## src/rtl/uart_decoder.sv

```systemverilog
// rtl/uart_decoder.sv - pops tagged UART bytes and commits 6-byte remote player frames
// Fetch FSM (idle/pop/decode) feeds a frame tracker with an inter-byte timeout.
module uart_decoder #(
  parameter int TIMEOUT_CYCLES = 1_000_000,
  parameter int ERR_W          = 8
) (
  input  logic             clk,
  input  logic             rst,
  input  logic             rx_empty,
  input  logic [7:0]       r_data,
  output logic             rd_uart,
  output logic [1:0]       remote_player,
  output logic [7:0]       remote_x,
  output logic [7:0]       remote_y,
  output logic             remote_collision,
  output logic             frame_valid,
  output logic             frame_error,
  output logic [ERR_W-1:0] err_count
);

  localparam int TMR_W = (TIMEOUT_CYCLES > 1) ? $clog2(TIMEOUT_CYCLES) : 1;
  localparam logic [TMR_W-1:0] TMR_LAST = TMR_W'(TIMEOUT_CYCLES - 1);

  typedef enum logic [1:0] {
    S_IDLE   = 2'd0,
    S_POP    = 2'd1,
    S_DECODE = 2'd2
  } state_t;

  state_t           state_q, state_d;
  logic [7:0]       byte_q, byte_d;
  logic             rd_uart_q, rd_uart_d;
  logic [2:0]       expected_q, expected_d;
  logic [1:0]       sh_player_q, sh_player_d;
  logic [7:0]       sh_x_q, sh_x_d;
  logic [7:0]       sh_y_q, sh_y_d;
  logic [1:0]       remote_player_q, remote_player_d;
  logic [7:0]       remote_x_q, remote_x_d;
  logic [7:0]       remote_y_q, remote_y_d;
  logic             remote_collision_q, remote_collision_d;
  logic             frame_valid_q, frame_valid_d;
  logic             frame_error_q, frame_error_d;
  logic [ERR_W-1:0] err_count_q, err_count_d;
  logic [TMR_W-1:0] timer_q, timer_d;

  logic [2:0] tag;
  logic [3:0] nib;
  logic       illegal;

  assign tag     = byte_q[2:0];
  assign nib     = byte_q[6:3];
  assign illegal = byte_q[7] | (tag > 3'd5);

  always_comb begin
    state_d            = state_q;
    byte_d             = byte_q;
    rd_uart_d          = 1'b0;
    expected_d         = expected_q;
    sh_player_d        = sh_player_q;
    sh_x_d             = sh_x_q;
    sh_y_d             = sh_y_q;
    remote_player_d    = remote_player_q;
    remote_x_d         = remote_x_q;
    remote_y_d         = remote_y_q;
    remote_collision_d = remote_collision_q;
    frame_valid_d      = 1'b0;
    frame_error_d      = 1'b0;
    err_count_d        = err_count_q;
    timer_d            = '0;

    // Timer only ages a partially received frame; a decode always restarts it.
    if (state_q != S_DECODE && expected_q != 3'd0) begin
      if (timer_q == TMR_LAST) begin
        frame_error_d = 1'b1;
        expected_d    = 3'd0;
      end else begin
        timer_d = timer_q + TMR_W'(1);
      end
    end

    case (state_q)
      S_IDLE: begin
        if (!rx_empty) begin
          byte_d    = r_data;
          rd_uart_d = 1'b1;
          state_d   = S_POP;
        end
      end
      S_POP: begin
        state_d = S_DECODE;
      end
      S_DECODE: begin
        state_d = S_IDLE;
        if (illegal) begin
          frame_error_d = (expected_q != 3'd0);
          expected_d    = 3'd0;
          sh_player_d   = 2'b00;
          sh_x_d        = 8'h00;
          sh_y_d        = 8'h00;
        end else if (tag == 3'd0) begin
          // Restart from tag 0 is only an abort once real payload was taken.
          frame_error_d = (expected_q >= 3'd2);
          sh_player_d   = byte_q[4:3];
          expected_d    = 3'd1;
        end else if (expected_q == 3'd0) begin
          expected_d = 3'd0;
        end else if (tag == expected_q && tag <= 3'd4) begin
          case (tag)
            3'd1:    sh_x_d[3:0] = nib;
            3'd2:    sh_x_d[7:4] = nib;
            3'd3:    sh_y_d[7:4] = nib;
            default: sh_y_d[3:0] = nib;
          endcase
          expected_d = expected_q + 3'd1;
        end else if (tag == 3'd5 && expected_q == 3'd5) begin
          if (sh_player_q[0]) begin
            remote_player_d    = sh_player_q;
            remote_x_d         = sh_x_q;
            remote_y_d         = sh_y_q;
            remote_collision_d = byte_q[3];
            frame_valid_d      = 1'b1;
          end
          expected_d = 3'd0;
        end else begin
          frame_error_d = 1'b1;
          expected_d    = 3'd0;
          sh_player_d   = 2'b00;
          sh_x_d        = 8'h00;
          sh_y_d        = 8'h00;
        end
      end
      default: begin
        state_d = S_IDLE;
      end
    endcase

    if (frame_error_d && err_count_q != {ERR_W{1'b1}}) begin
      err_count_d = err_count_q + ERR_W'(1);
    end
  end

  always_ff @(posedge clk) begin
    if (rst) begin
      state_q            <= S_IDLE;
      byte_q             <= 8'h00;
      rd_uart_q          <= 1'b0;
      expected_q         <= 3'd0;
      sh_player_q        <= 2'b00;
      sh_x_q             <= 8'h00;
      sh_y_q             <= 8'h00;
      remote_player_q    <= 2'b00;
      remote_x_q         <= 8'h00;
      remote_y_q         <= 8'h00;
      remote_collision_q <= 1'b0;
      frame_valid_q      <= 1'b0;
      frame_error_q      <= 1'b0;
      err_count_q        <= '0;
      timer_q            <= '0;
    end else begin
      state_q            <= state_d;
      byte_q             <= byte_d;
      rd_uart_q          <= rd_uart_d;
      expected_q         <= expected_d;
      sh_player_q        <= sh_player_d;
      sh_x_q             <= sh_x_d;
      sh_y_q             <= sh_y_d;
      remote_player_q    <= remote_player_d;
      remote_x_q         <= remote_x_d;
      remote_y_q         <= remote_y_d;
      remote_collision_q <= remote_collision_d;
      frame_valid_q      <= frame_valid_d;
      frame_error_q      <= frame_error_d;
      err_count_q        <= err_count_d;
      timer_q            <= timer_d;
    end
  end

  assign rd_uart          = rd_uart_q;
  assign remote_player    = remote_player_q;
  assign remote_x         = remote_x_q;
  assign remote_y         = remote_y_q;
  assign remote_collision = remote_collision_q;
  assign frame_valid      = frame_valid_q;
  assign frame_error      = frame_error_q;
  assign err_count        = err_count_q;

endmodule

```

## config.mk

```make
export PLATFORM = sky130hd
export DESIGN_NAME = uart_decoder
export DESIGN_NICKNAME = d
export VERILOG_FILES = /design/src/rtl/uart_decoder.sv
export SDC_FILE = /design/constraint.sdc
export NUM_CORES = 1
export LEC_CHECK = 0
export ABC_AREA = 1
export CORE_MARGIN = 1
export CORE_UTILIZATION = 60
export DETAILED_ROUTE_END_ITERATION = 16
export GPL_TIMING_DRIVEN = 0
export PLACE_DENSITY = 0.84
export SKIP_CTS_REPAIR_TIMING = 1
export SLEW_MARGIN = 25
export SYNTH_ARGS = -nofsm -noshare
export SYNTH_HDL_FRONTEND = slang
export SYNTH_SLANG_ARGS = --single-unit
```

## constraint.sdc

```tcl
create_clock -name clk -period 3.4 [get_ports clk]
set_input_delay 0.68 -clock clk [delete_from_list [all_inputs] [get_ports clk]]
set_output_delay 0.68 -clock clk [all_outputs]
set_load 0.02 [all_outputs]
```

==> summary.json <==
{
  "sta": {
    "timing.final.max_slew_violations": 0,
    "period_share_pct": 63.70,
    "worst_slew_pin_slew_ns": 0.4881,
    "rsz0062_at_grt": "false",
    "max_freq_mhz": 461.8,
    "timing.final.setup_violations": 0,
    "fin_tns_setup_ns": 0,
    "finalCriticalPeriod_ns": 2.166,
    "timing.max_slew.rel_slack_pct": 67.46,
    "timing.clock.skew_ns": 0.01190,
    "hold_viol_final": 0
  },
  "clock_tree": {
    "worst_setup_hold_path_clk_slew_ns": 0.09,
    "clkLatencyLatePin_ns": 0.36,
    "cts_buffers": 9,
    "cts.sinks": 81,
    "clock_tree.root_cell": "sky130_fd_sc_hd__clkbuf_8",
    "ctsLongestPathBuffers": 2,
    "ctsHtreeMaxLevel": 3,
    "clock_tree_from_tritoncts": "built"
  },
  "synthesis": {
    "ys_warn_count": 0,
    "synth_top_area_cell": "sky130_fd_sc_hd__dfxtp_1",
    "synth_top_area_share_pct": 44.52,
    "synth_mux_area_share_pct": 0,
    "async_reset_ff_share_pct": 0,
    "yosysUniqueCellTypes": 32,
    "synth.ff_latch_count": 81,
    "synth.top_cells.by_area": "sky130_fd_sc_hd__dfxtp_1, sky130_fd_sc_hd__nand2_1, sky130_fd_sc_hd__a21oi_1",
    "synth_edf_count": 0,
    "synth-seq-area-share_pct": 44.52,
    "combinational_family_with_the_most_area_after_synthesis": "simple AND/OR/NAND/NOR gates",
    "combined_area_of_all_synthesized_cells_um2": 3642,
    "xor_xnor_portion_of_the_synthesized_cell_area_pct": 1.924,
    "mappedNetlistNets": 499,
    "postSynth.topFlopCell": "sky130_fd_sc_hd__dfxtp_1",
    "synth_compound_area_share_pct": 16.18,
    "syn_avg_cell_area_um2": 7.557,
    "synth_cells": 482,
    "synth_simple_gate_area_share_pct": 26.93,
    "synth_fa_ha_area_share_pct": 2.061,
    "yosysMostFrequentCell": "sky130_fd_sc_hd__dfxtp_1",
    "synth.top_cells.by_count": "sky130_fd_sc_hd__dfxtp_1, sky130_fd_sc_hd__nand2_1, sky130_fd_sc_hd__inv_1, sky130_fd_sc_hd__nor2_1, sky130_fd_sc_hd__a21oi_1"
  },
  "grt": {
    "grt_max_degree": 17,
    "globalRouteOverflowTotal": 0,
    "grt_antenna_before_repair": 0,
    "vias_in_the_first_global_route": 3042,
    "wire_length_of_the_first_global_routing_pass_um": 13330,
    "grt.total_usage_pct": 26.64
  },
  "power_and_ir_drop": {
    "sequentialPowerShare_pct": 52.6,
    "power_per_cell_area_nw_per_um2": 426.8,
    "sw_frac_of_total_pct": 26.42,
    "sw_power_w": 0.0004889,
    "fin_total_pwr_w": 0.001850,
    "power.internal_w": 0.001361,
    "share_comb_of_total_power_pct": 7.5,
    "total_leakage_power_nw": 1.653,
    "ir_worst_vdd_mv": 0.2961,
    "pwr-share-clk_pct": 40.0
  },
  "die": {
    "chipWidth_um": 79.91,
    "design.portCount": 41,
    "die_area_um2": 6386,
    "core_um2": 5886,
    "floorplan.initialDensity_pct": 61.88,
    "num_rows": 28,
    "fp.dieH_um": 79.91
  },
  "critical_path": {
    "worst-r2r-setup-slack_ns": 1.40,
    "critical_path_peak_fanout": 7,
    "timing.critical_path.slowest_cell_delay_ns": 0.66,
    "end_kind": "primary output",
    "timing.critical_path.required_ns": 2.72,
    "crit_chain": "clkdlybuf4s50_1",
    "critical_path_class": "flop to primary output",
    "cp-start-kind": "flop",
    "critPathBufInv": 1,
    "timing.critical_path.max_delay_family": "buffers and inverters",
    "cp_slowest_cell": "sky130_fd_sc_hd__clkdlybuf4s50_1",
    "cp.arrival_ns": 1.49
  },
  "outcome": {
    "run_status": "complete, no violations"
  },
  "placed_design": {
    "hpwl_um": 5543,
    "io_buffer_count": 39,
    "placed_cells": 596,
    "gpl.final_weighted_congestion": 0.8783
  },
  "detailed_routing": {
    "wire_per_inst_um": 12.91,
    "dr.first_iter.drc_count": 145,
    "route.antenna.remaining_nets": 0,
    "remaining_drc_errors": 0,
    "num_vias": 3290,
    "finalWirelength_um": 7902,
    "vias_per_cell": 5.376,
    "drt-pass1-iter-count": 4
  },
  "run": {
    "maxCapViolCount": 0
  },
  "cells_and_area": {
    "flow.area_growth_from_synthesis_pct": 19.03,
    "ff_latch_area_um2": 1622,
    "layout.filler_cells": 476,
    "fin_cells": 612,
    "antenna_cells": 0,
    "layout.nets": 549,
    "multi_input_area_um2": 1715,
    "finalCoreUtilization_pct": 73.66,
    "post_route_cells_drive_above_1_share_pct": 11.92
  },
  "hold_path": {
    "holdCritPathClass": "flop to flop"
  }
}
metrics by stage:
step	hold WS (ns)	instance area (um^2)	setup WS, ns
global placement	0.4299	4126	1.298
global route	0.4727	4335	1.205
finish	0.4547	4335	1.234
detailed placement	0.4418	4126	1.280
CTS	0.4572	4335	1.232
floorplan	0.4173	3642	1.739
final timing paths:
check	from	endpoint	cells after the start
setup / recovery	err_count[2]$_SDFFE_PP0P_	err_count[2]	1
hold / removal	timer_q[0]$_SDFF_PP0_	timer_q[0]$_SDFF_PP0_	1
setup reg to reg	expected_q[0]$_SDFFE_PP0P_	sh_x_q[0]$_SDFFE_PP0P_	10
hold reg to reg	timer_q[0]$_SDFF_PP0_	timer_q[0]$_SDFF_PP0_	1
metal layers:
layer | GRT usage, % | vias up | routed length, um
met1 | 31.49 | 1546 | 3578
met4 | 11.61 | 0 | 144
met3 | 5.143 | 13 | 226
li1 | - | 1673 | -
met2 | 46.58 | 58 | 3953
met5 | 0 | - | 0
registers in the layout, indices dropped and copies added, names as in the netlist, 3 cells and up:
signal / flops
err_count: 8
timer_q: 20
expected_q: 3
byte_q: 8
remote_x: 8
sh_y_q: 8
remote_y: 8
sh_x_q: 8
power by group through the flow:
stage                     clock network [W]   logic, W  registers, W
final                              0.000740   0.000138      0.000973
after CTS                          0.000745   0.000137      0.000973
after floorplan                           0  0.0000937      0.000995
after global routing               0.000779   0.000153      0.000975
after detailed placement                  0   0.000134      0.000995
after global placement                    0   0.000131      0.000994
cell usage in the layout, fill, tap and decap left out, types with 12 or more instances in the layout:
master,netlist,routed
sky130_fd_sc_hd__nand4_1,12,12
sky130_fd_sc_hd__inv_1,56,56
sky130_fd_sc_hd__clkdlybuf4s50_1,0,39
sky130_fd_sc_hd__nand2_1,70,70
sky130_fd_sc_hd__nor3_1,16,16
sky130_fd_sc_hd__a21oi_1,43,43
sky130_fd_sc_hd__nor2_1,56,56
sky130_fd_sc_hd__o21ai_0,33,33
sky130_fd_sc_hd__nand3_1,21,21
sky130_fd_sc_hd__dfxtp_1,81,81
worst register-to-register path, stage by stage (launching register included):
cell and delay (ns):
sky130_fd_sc_hd__dfxtp_1 0.44, sky130_fd_sc_hd__inv_1 0.11, sky130_fd_sc_hd__ha_1 0.21, sky130_fd_sc_hd__nand2_1 0.12, sky130_fd_sc_hd__inv_2 0.07, sky130_fd_sc_hd__nor2_1 0.18, sky130_fd_sc_hd__nor2_1 0.10, sky130_fd_sc_hd__nor2_4 0.15
sky130_fd_sc_hd__nand2_1 0.19, sky130_fd_sc_hd__o21ai_0 0.25, sky130_fd_sc_hd__a21oi_1 0.07
logic make-up after synthesis:
| logic type | Yosys count |
|---|---|
| xor+xnor | 8 |
| flops | 81 |
| simple gates | 205 |
| buf+inv | 76 |
| fa+ha+maj | 6 |
| compound gates | 106 |
layout make-up:
type,count,share of cell area (%)
Multi-Input combinational cell,325,39.57
Clock inverter,7,1.962
Timing Repair Buffer,39,9.004
Tap cell,75,2.165
Sequential cell,81,37.40
Clock buffer,9,2.857
Buffer,12,1.501
Inverter,64,5.541
(Power assumes the default switching activity.)
